==> config.mk <==
export PLATFORM = sky130hd
export DESIGN_NAME = dpram_bist_ctrl
export DESIGN_NICKNAME = d
export VERILOG_FILES = /design/src/rtl/dpram_bist_ctrl.sv
export SDC_FILE = /design/constraint.sdc
export NUM_CORES = 1
export LEC_CHECK = 0
export CAP_MARGIN = 10
export CELL_PAD_IN_SITES_DETAIL_PLACEMENT = 0
export CELL_PAD_IN_SITES_GLOBAL_PLACEMENT = 1
export CORE_MARGIN = 3
export CORE_UTILIZATION = 45
export CTS_BUF_LIST = sky130_fd_sc_hd__clkbuf_4 sky130_fd_sc_hd__clkbuf_8
export DETAILED_ROUTE_END_ITERATION = 8
export GPL_TIMING_DRIVEN = 1
export PLACE_DENSITY = 0.9
export SLEW_MARGIN = 10
export SYNTH_ARGS = -nofsm -noshare
export SYNTH_HDL_FRONTEND = slang
export SYNTH_SLANG_ARGS = --single-unit
==> constraint.sdc <==
create_clock -name clk -period 5.7 [get_ports clk]
set_clock_uncertainty 0.2 [all_clocks]
set_input_delay 1.14 -clock clk [delete_from_list [all_inputs] [get_ports clk]]
set_output_delay 1.14 -clock clk [all_outputs]
set_load 0.02 [all_outputs]
==> src/rtl/dpram_bist_ctrl.sv <==
// dpram_bist_ctrl
// Built-in self-test initiator for a true dual-port RAM (synchronous write,
// registered read). A start pulse runs a four-phase march:
//   write ascending on port A, read ascending on port B,
//   write inverted data descending on port B, read descending on port A.
// Every read word is compared in hardware and the run reports pass/fail,
// a saturating error count and the first failing location/port.
//
// Ports:
//   clk, rst_n           clock, asynchronous active-low reset
//   start                one-cycle run request (accepted in IDLE/DONE only)
//   busy, done           run in progress / run complete (held until next start)
//   fail, err_count      sticky mismatch flag, saturating mismatch count
//   fail_addr, fail_port address and port (0 = A, 1 = B) of first mismatch
//   data_a/addr_a/we_a   RAM port A drive, q_a port A read data
//   data_b/addr_b/we_b   RAM port B drive, q_b port B read data
//
// state | meaning
// IDLE  | waiting for start, all drives quiet
// W_A   | port A writes D(k), k = 0..DEPTH-1
// R_B   | port B reads k = 0..DEPTH-1, plus one cycle to drain the last compare
// W_B   | port B writes ~D(k), k = DEPTH-1..0
// R_A   | port A reads k = DEPTH-1..0, plus one cycle to drain the last compare
// DONE  | run finished, results held, waiting for start
module dpram_bist_ctrl #(
  parameter int                    DATA_WIDTH = 8,
  parameter int                    ADDR_WIDTH = 6,
  parameter logic [DATA_WIDTH-1:0] PATTERN    = 8'h55,
  parameter int                    ERR_WIDTH  = 8
) (
  input  logic                  clk,
  input  logic                  rst_n,
  input  logic                  start,
  output logic                  busy,
  output logic                  done,
  output logic                  fail,
  output logic [ERR_WIDTH-1:0]  err_count,
  output logic [ADDR_WIDTH-1:0] fail_addr,
  output logic                  fail_port,
  output logic [DATA_WIDTH-1:0] data_a,
  output logic [ADDR_WIDTH-1:0] addr_a,
  output logic                  we_a,
  input  logic [DATA_WIDTH-1:0] q_a,
  output logic [DATA_WIDTH-1:0] data_b,
  output logic [ADDR_WIDTH-1:0] addr_b,
  output logic                  we_b,
  input  logic [DATA_WIDTH-1:0] q_b
);

  typedef enum logic [2:0] {
    IDLE = 3'd0,
    W_A  = 3'd1,
    R_B  = 3'd2,
    W_B  = 3'd3,
    R_A  = 3'd4,
    DONE = 3'd5
  } state_t;

  localparam logic [ADDR_WIDTH-1:0] ADDR_MAX = '1;
  localparam logic [ERR_WIDTH-1:0]  ERR_MAX  = '1;

  state_t                  state;
  logic [ADDR_WIDTH-1:0]   cnt;
  // rd_iss marks a cycle in which a read address is on the RAM port;
  // the pend_* stage holds that address/expected word until q is valid.
  logic                    rd_iss;
  logic                    rd_port;
  logic                    pend_vld;
  logic                    pend_port;
  logic [ADDR_WIDTH-1:0]   pend_addr;
  logic [DATA_WIDTH-1:0]   pend_exp;
  logic [DATA_WIDTH-1:0]   q_sel;
  logic                    mismatch;

  function automatic logic [DATA_WIDTH-1:0] pat(input logic [ADDR_WIDTH-1:0] k);
    return PATTERN ^ DATA_WIDTH'(k);
  endfunction

  assign q_sel    = pend_port ? q_b : q_a;
  assign mismatch = pend_vld && (q_sel != pend_exp);

  always_ff @(posedge clk or negedge rst_n) begin
    if (!rst_n) begin
      state     <= IDLE;
      cnt       <= '0;
      rd_iss    <= 1'b0;
      rd_port   <= 1'b0;
      pend_vld  <= 1'b0;
      pend_port <= 1'b0;
      pend_addr <= '0;
      pend_exp  <= '0;
      busy      <= 1'b0;
      done      <= 1'b0;
      fail      <= 1'b0;
      err_count <= '0;
      fail_addr <= '0;
      fail_port <= 1'b0;
      data_a    <= '0;
      addr_a    <= '0;
      we_a      <= 1'b0;
      data_b    <= '0;
      addr_b    <= '0;
      we_b      <= 1'b0;
    end else begin
      // Compare pipeline: address issued in cycle c, q valid in c+1.
      pend_vld  <= rd_iss;
      pend_port <= rd_port;
      pend_addr <= rd_port ? addr_b : addr_a;
      pend_exp  <= rd_port ? pat(addr_b) : ~pat(addr_a);

      if (mismatch) begin
        fail <= 1'b1;
        if (err_count != ERR_MAX) err_count <= err_count + 1'b1;
        if (!fail) begin
          fail_addr <= pend_addr;
          fail_port <= pend_port;
        end
      end

      case (state)
        IDLE, DONE: begin
          if (start) begin
            state     <= W_A;
            busy      <= 1'b1;
            done      <= 1'b0;
            fail      <= 1'b0;
            err_count <= '0;
            fail_addr <= '0;
            fail_port <= 1'b0;
            cnt       <= '0;
            we_a      <= 1'b1;
            addr_a    <= '0;
            data_a    <= pat('0);
          end
        end

        W_A: begin
          if (cnt == ADDR_MAX) begin
            state   <= R_B;
            cnt     <= '0;
            we_a    <= 1'b0;
            addr_a  <= '0;
            data_a  <= '0;
            addr_b  <= '0;
            rd_iss  <= 1'b1;
            rd_port <= 1'b1;
          end else begin
            cnt    <= cnt + 1'b1;
            addr_a <= cnt + 1'b1;
            data_a <= pat(cnt + 1'b1);
          end
        end

        R_B: begin
          if (rd_iss) begin
            if (cnt == ADDR_MAX) begin
              rd_iss <= 1'b0;
              addr_b <= '0;
            end else begin
              cnt    <= cnt + 1'b1;
              addr_b <= cnt + 1'b1;
            end
          end else begin
            // drain cycle done; start descending inverted writes on B
            state  <= W_B;
            cnt    <= ADDR_MAX;
            we_b   <= 1'b1;
            addr_b <= ADDR_MAX;
            data_b <= ~pat(ADDR_MAX);
          end
        end

        W_B: begin
          if (cnt == '0) begin
            state   <= R_A;
            cnt     <= ADDR_MAX;
            we_b    <= 1'b0;
            addr_b  <= '0;
            data_b  <= '0;
            addr_a  <= ADDR_MAX;
            rd_iss  <= 1'b1;
            rd_port <= 1'b0;
          end else begin
            cnt    <= cnt - 1'b1;
            addr_b <= cnt - 1'b1;
            data_b <= ~pat(cnt - 1'b1);
          end
        end

        R_A: begin
          if (rd_iss) begin
            if (cnt == '0) begin
              rd_iss <= 1'b0;
              addr_a <= '0;
            end else begin
              cnt    <= cnt - 1'b1;
              addr_a <= cnt - 1'b1;
            end
          end else begin
            state <= DONE;
            busy  <= 1'b0;
            done  <= 1'b1;
          end
        end

        default: state <= IDLE;
      endcase
    end
  end

endmodule

-- Word level (Yosys, flattened, before mapping)
Index checks and enable logic that the tools add are counted.
- flip-flop bits (word level): 75
- latch bits: 0
- RAM bits: 0
- ROM bits: 0
- input bits: 19
- output and inout bits: 48
- word-level logic and storage cells: 131
- memories kept: 0
- add/subtract/negate cells: 3
- multipliers: 0
- div/mod/pow operators: 0
- magnitude comparators: 0
- equal/unequal tests: 16
- shifts and indexed selects: 0
- mux-type cells: 63
- bitwise logic cells: 6
- reduce and logical (&&, ||, !) cells: 23
- operator list (kind ; count):
    6-bit two-way mux ; 17
    8-bit two-way mux ; 9
    8-bit case mux with 2 select lines ; 2
    6-bit case mux with 5 select lines ; 1
    6-bit case mux with 4 select lines ; 1
    1-bit two-way mux ; 19
    6-bit case mux with 3 select lines ; 1
    3-bit NOT with 4-bit output ; 4
    7-bit NOT with 8-bit output ; 2
    3-bit two-way mux ; 5
    3-bit case mux with 5 select lines ; 1
    3-bit AND reduction ; 5
    2-bit inequality test (second input constant) ; 7
    1-bit case mux with 2 select lines ; 5
    5-bit AND reduction ; 2
    8-bit by 1-bit adder with 8-bit output (second input constant) ; 1
    8-bit inequality test ; 1
    8-bit inequality test (second input constant) ; 1
    2-bit nonzero test ; 4
    4-bit nonzero test ; 2
    7-bit two-way mux ; 1
    6-bit by 1-bit adder with 6-bit output (second input constant) ; 1
    3-bit by 2-bit == test with 1-bit output (second input constant) ; 2
    3-bit == test (second input constant) ; 2
    13 further kinds ; 15

-- Depth between registers and ports, before layout
- depth after elaboration: 6
- gate-level depth with buffers: 10
- depth with buffers taken out: 8

-- Worst setup path after synthesis
No wires, ideal clock.
- path kind: input to register
- from: input q_b[5]
- to: register err_count[4]
- setup time: 0.162 ns
- arrival: 2.266 ns
- required time: 5.338 ns
- slack: 3.073 ns
- cell stages on the path: 7
- path buffers: 1
- cell sequence: mux2i_1 -> xnor2_1 -> nor4_1 -> nand2_1 -> clkbuf_1 -> a31oi_1 -> a211oi_1
- cells in the longest elaborated chain, start to end: 6
- ends and longest elaborated chain (what ; RTL line ; RTL):
    from (decl) ; 47 ; input logic [DATA_WIDTH-1:0] q_b
    8-bit two-way mux (*) ; 79 ; assign q_sel = pend_port ? q_b : q_a;
    8-bit inequality test (*) ; 80 ; assign mismatch = pend_vld && (q_sel != pend_exp);
    1-bit logical AND (*) ; 80 ;
    8-bit two-way mux (*) ; 111 ; if (mismatch) begin
    8-bit two-way mux ; 122 ; if (start) begin
    8-bit two-way mux (*) ; 120 ; case (state)
    to (signal assigned) ; 113 ; if (err_count != ERR_MAX) err_count <= err_count + 1'b1;
    to (decl) ; 37 ; output logic [ERR_WIDTH-1:0] err_count,
Every way passes the cells marked *; elsewhere a longest branch is shown, timed or not.
A chain may end at the register's enable or synchronous reset.

-- Final worst setup path
- from: input q_b[5]
- to: register err_count[2]
The elaborated chain is that of the path after synthesis.

==> out/metrics.yaml <==
outcome: "finished, final reports clean"
gp_congestion: 0.881
intPower_mw: 1.47
die-width_um: 97.9
critPathKind: "in2reg"
overflow: 0
hpwl_mm: 6.71
finalMaxSlewViolations: 0
syn_inst: 412
cp_slowest_stage_delay_ns: 0.53
clkPwrFrac_pct: 13.8
dp.cells: 551
fin_crit_sh_pct: 54.1
yosysWarnings: 0
cap_violations: 0
cts_buffers: 9
finalWirelength_mm: 9.52
drt_iter0_markers: 170
fp-row-count: 32
grt_pass1_wl_mm: 16.1
postCtsSetupBuffers: 0
switchingPower_mw: 1.13
setup_tns_ns: 0
final_nets: 482
cts-resized-gates: 0
synth_cell_types: 57
htree_levels: 3
ant_nets: 0
cellLeakagePower_nw: 1.94
async_flop_share_pct: 100
dieArea_um2: 9590
wl_per_cell_um: 16.8
grt_usage_pct: 20.6
avgSynthCellArea_um2: 9.23
pin_count: 67
synth_enable_flop_cells: 0
cp.required_ns: 5.77
stdcell_area_um2: 4580
hold_viol: 0
powerDensity_nw_per_um2: 567
ys.flop_type: "dfrtp_1"
cp_max_fo: 11
crit_buf_inv: 1
n_antenna_cell: 0
yosys_register_bits: 72
crit_top_cell: "mux2i_1"
timing.fmax_mhz: 325
cpLargestDelayFamily: "simple AND/OR/NAND/NOR gates"
yosysTopAreaCell: "dfrtp_1"
drc: 0
drive_above_1_share_pct: 6.67
dr.pass1.iters: 5
antenna_found_initial: 0
fin_util_pct: 57.4
fp.coreArea_um2: 7970
nFillCells: 748
clkSinkCount: 72
peakVddDrop_mv: 0.283
vias_per_cell: 5.79
path_cells: "clkdlybuf4s50_1 -> mux2i_1 -> xnor2_1 -> nor4_1 -> nand2_1 -> nand4_1 -> mux2i_1"
yosys-top-cells-area: "dfrtp_1 47%, nand2_1 5.9%, o21ai_0 5.8%"
crit_arrival_ns: 3.16
crit_slowest_cell: "nor4_1"
holdBufCountCts: 0
cts_root_buffer: "clkbuf_8"
die_y_um: 97.9
io_buffers: 64
tightestPinTransition_ns: 0.894
syn_to_final_growth_pct: 20.4
post_dp_cell_area_um2: 4410
vias: 3285
startpoint_type: "input pin"
stdcell_count: 567
cts_max_path_buffers: 2
end_kind: "flop"
cts_tree: "yes"
clock_latency_ns: 0.34
switching_share_pct: 43.5
clk_pin_slew_worst_paths_ns: 0.08
relSlewSlack_pct: 40.4
rsz0062_at_grt: "false"
grt_max_degree: 73
min_period_ns: 3.08
synth_top_area_share_pct: 47.4
seqPwrFrac_pct: 37.3
start_util_pct: 47.7
hold_path_class: "reg2reg"
pwr-share-comb_pct: 48.9
power_mw: 2.59
setup_viol: 0
ys_seq_area_share_pct: 47.4
grt_pass1_vias: 3145
synth_area_um2: 3800
-- cells by family (layout without fill, tap and decap cells) --
family                     Yosys count  count (layout)  share of synthesized area (%)
adders and majority gates            3               3                          0.988
other                                1               2                         0.0987
buffers and inverters               41              93                           5.76
muxes                               13              13                           3.55
xor gates and xnor gates            15              15                           3.46
DFF                                 72              72                           47.4
AOI/OAI and AO/OA                  121             121                           20.7
and+or+nand+nor                    146             146                           18.1
-- state kept, by name, summed over array words and instances (netlist names), 3 cells and up --
signal and flops:
err_count 8, pend_exp 8, data_a 7, data_b 7, addr_a 6, addr_b 6
cnt 6, fail_addr 6, pend_addr 6, state 3
-- metrics by stage --
stage | hold slack [ns] | setup slack [ns]
floorplan | 0.192 | 3.07
global placement | 0.253 | 2.28
detailed placement | 0.255 | 2.23
CTS | 0.277 | 2.60
global route | 0.307 | 2.44
finish | 0.277 | 2.62
-- worst reg2reg max path, stage by stage, from the launching register on --
cell and delay (ns):
dfrtp_1 0.51, inv_1 0.21, ha_1 0.33, nor3b_1 0.75
nand2_1 0.41, a311oi_1 0.36, a21o_1 0.11
-- power groups by stage --
stage / Clock (mW) / Sequential, mW / Combinational (mW)
floorplan: 0 / 1.01 / 0.772
global placement: 0 / 0.972 / 1.25
detailed placement: 0 / 0.976 / 1.27
CTS: 0.369 / 0.966 / 1.27
global route: 0.388 / 1.00 / 1.40
finish: 0.358 / 0.968 / 1.27
-- per-layer routing --
metal	GRT usage [%]	vias up	share of wire, %
met2	32.5	114	48
met4	6.60	0	1.8
met5	0	-	0
met1	28.3	1583	44
li1	-	1576	-
met3	4.43	12	5.6
-- final cells by class --
type                       instances  area [µm²]  share of cell area [%]
clock inverter                     7        47.5                    1.04
clock buffer                       9         124                    2.71
sequential                        72        1800                    39.4
tap                              102         128                    2.79
multi-input combinational        300        1780                    39.0
inverter                          11        41.3                   0.902
timing repair buffer              66         651                    14.2
-- cells in the mapped netlist, drive strengths merged, types with 2 or more instances --
cell / n
buf: 17
o211ai: 6
and2: 3
ha: 3
nand2b: 5
a31o: 2
a221o: 4
o311ai: 2
o22ai: 3
nor2b: 3
a31oi: 7
nor3b: 2
nor3: 7
mux2i: 9
a21oi: 23
nand4: 3
nand3: 21
xor2: 2
mux2: 4
xnor2: 13
and4: 2
and3: 6
a22o: 3
o31a: 2
o22a: 3
o31ai: 3
nand2: 60
or3: 3
o21ai: 44
dfrtp: 72
clkbuf: 13
a21o: 3
nor2: 26
o21a: 3
inv: 10
nor4: 2
a221oi: 2
a211oi: 3
-- placed cells by master, fill, tap and decap left out, types with 4 or more instances in the layout --
| cell | Yosys | final |
|---|---|---|
| dfrtp_1 | 72 | 72 |
| nor2_1 | 26 | 26 |
| nand2b_1 | 5 | 5 |
| inv_1 | 10 | 10 |
| clkbuf_8 | 0 | 9 |
| clkdlybuf4s50_1 | 0 | 63 |
| mux2_2 | 4 | 4 |
| nand2_1 | 60 | 60 |
| o211ai_1 | 5 | 5 |
| xnor2_1 | 13 | 13 |
| a21oi_1 | 23 | 23 |
| a221o_1 | 4 | 4 |
| o21ai_0 | 44 | 44 |
| and3_1 | 5 | 5 |
| nand3_1 | 21 | 21 |
| a31oi_1 | 7 | 7 |
| nor3_1 | 7 | 7 |
| mux2i_1 | 9 | 9 |
-- final timing paths --
kind | startpoint | slack, ns | endpoint | depth (start not counted)
max in group asynchronous | rst_n | 3.91 | data_a[3] | 2
worst min register to register | pend_addr[3] | 0.28 | fail_addr[3] | 2
worst max register to register | cnt[0] | 2.76 | cnt[0] | 6
min in group asynchronous | rst_n | 0.77 | err_count[3] | 2
worst max-delay path | q_b[5] | 2.62 | err_count[2] | 7
worst min-delay path | pend_addr[3] | 0.28 | fail_addr[3] | 2
Note: power is estimated with default switching activity, not from simulation.
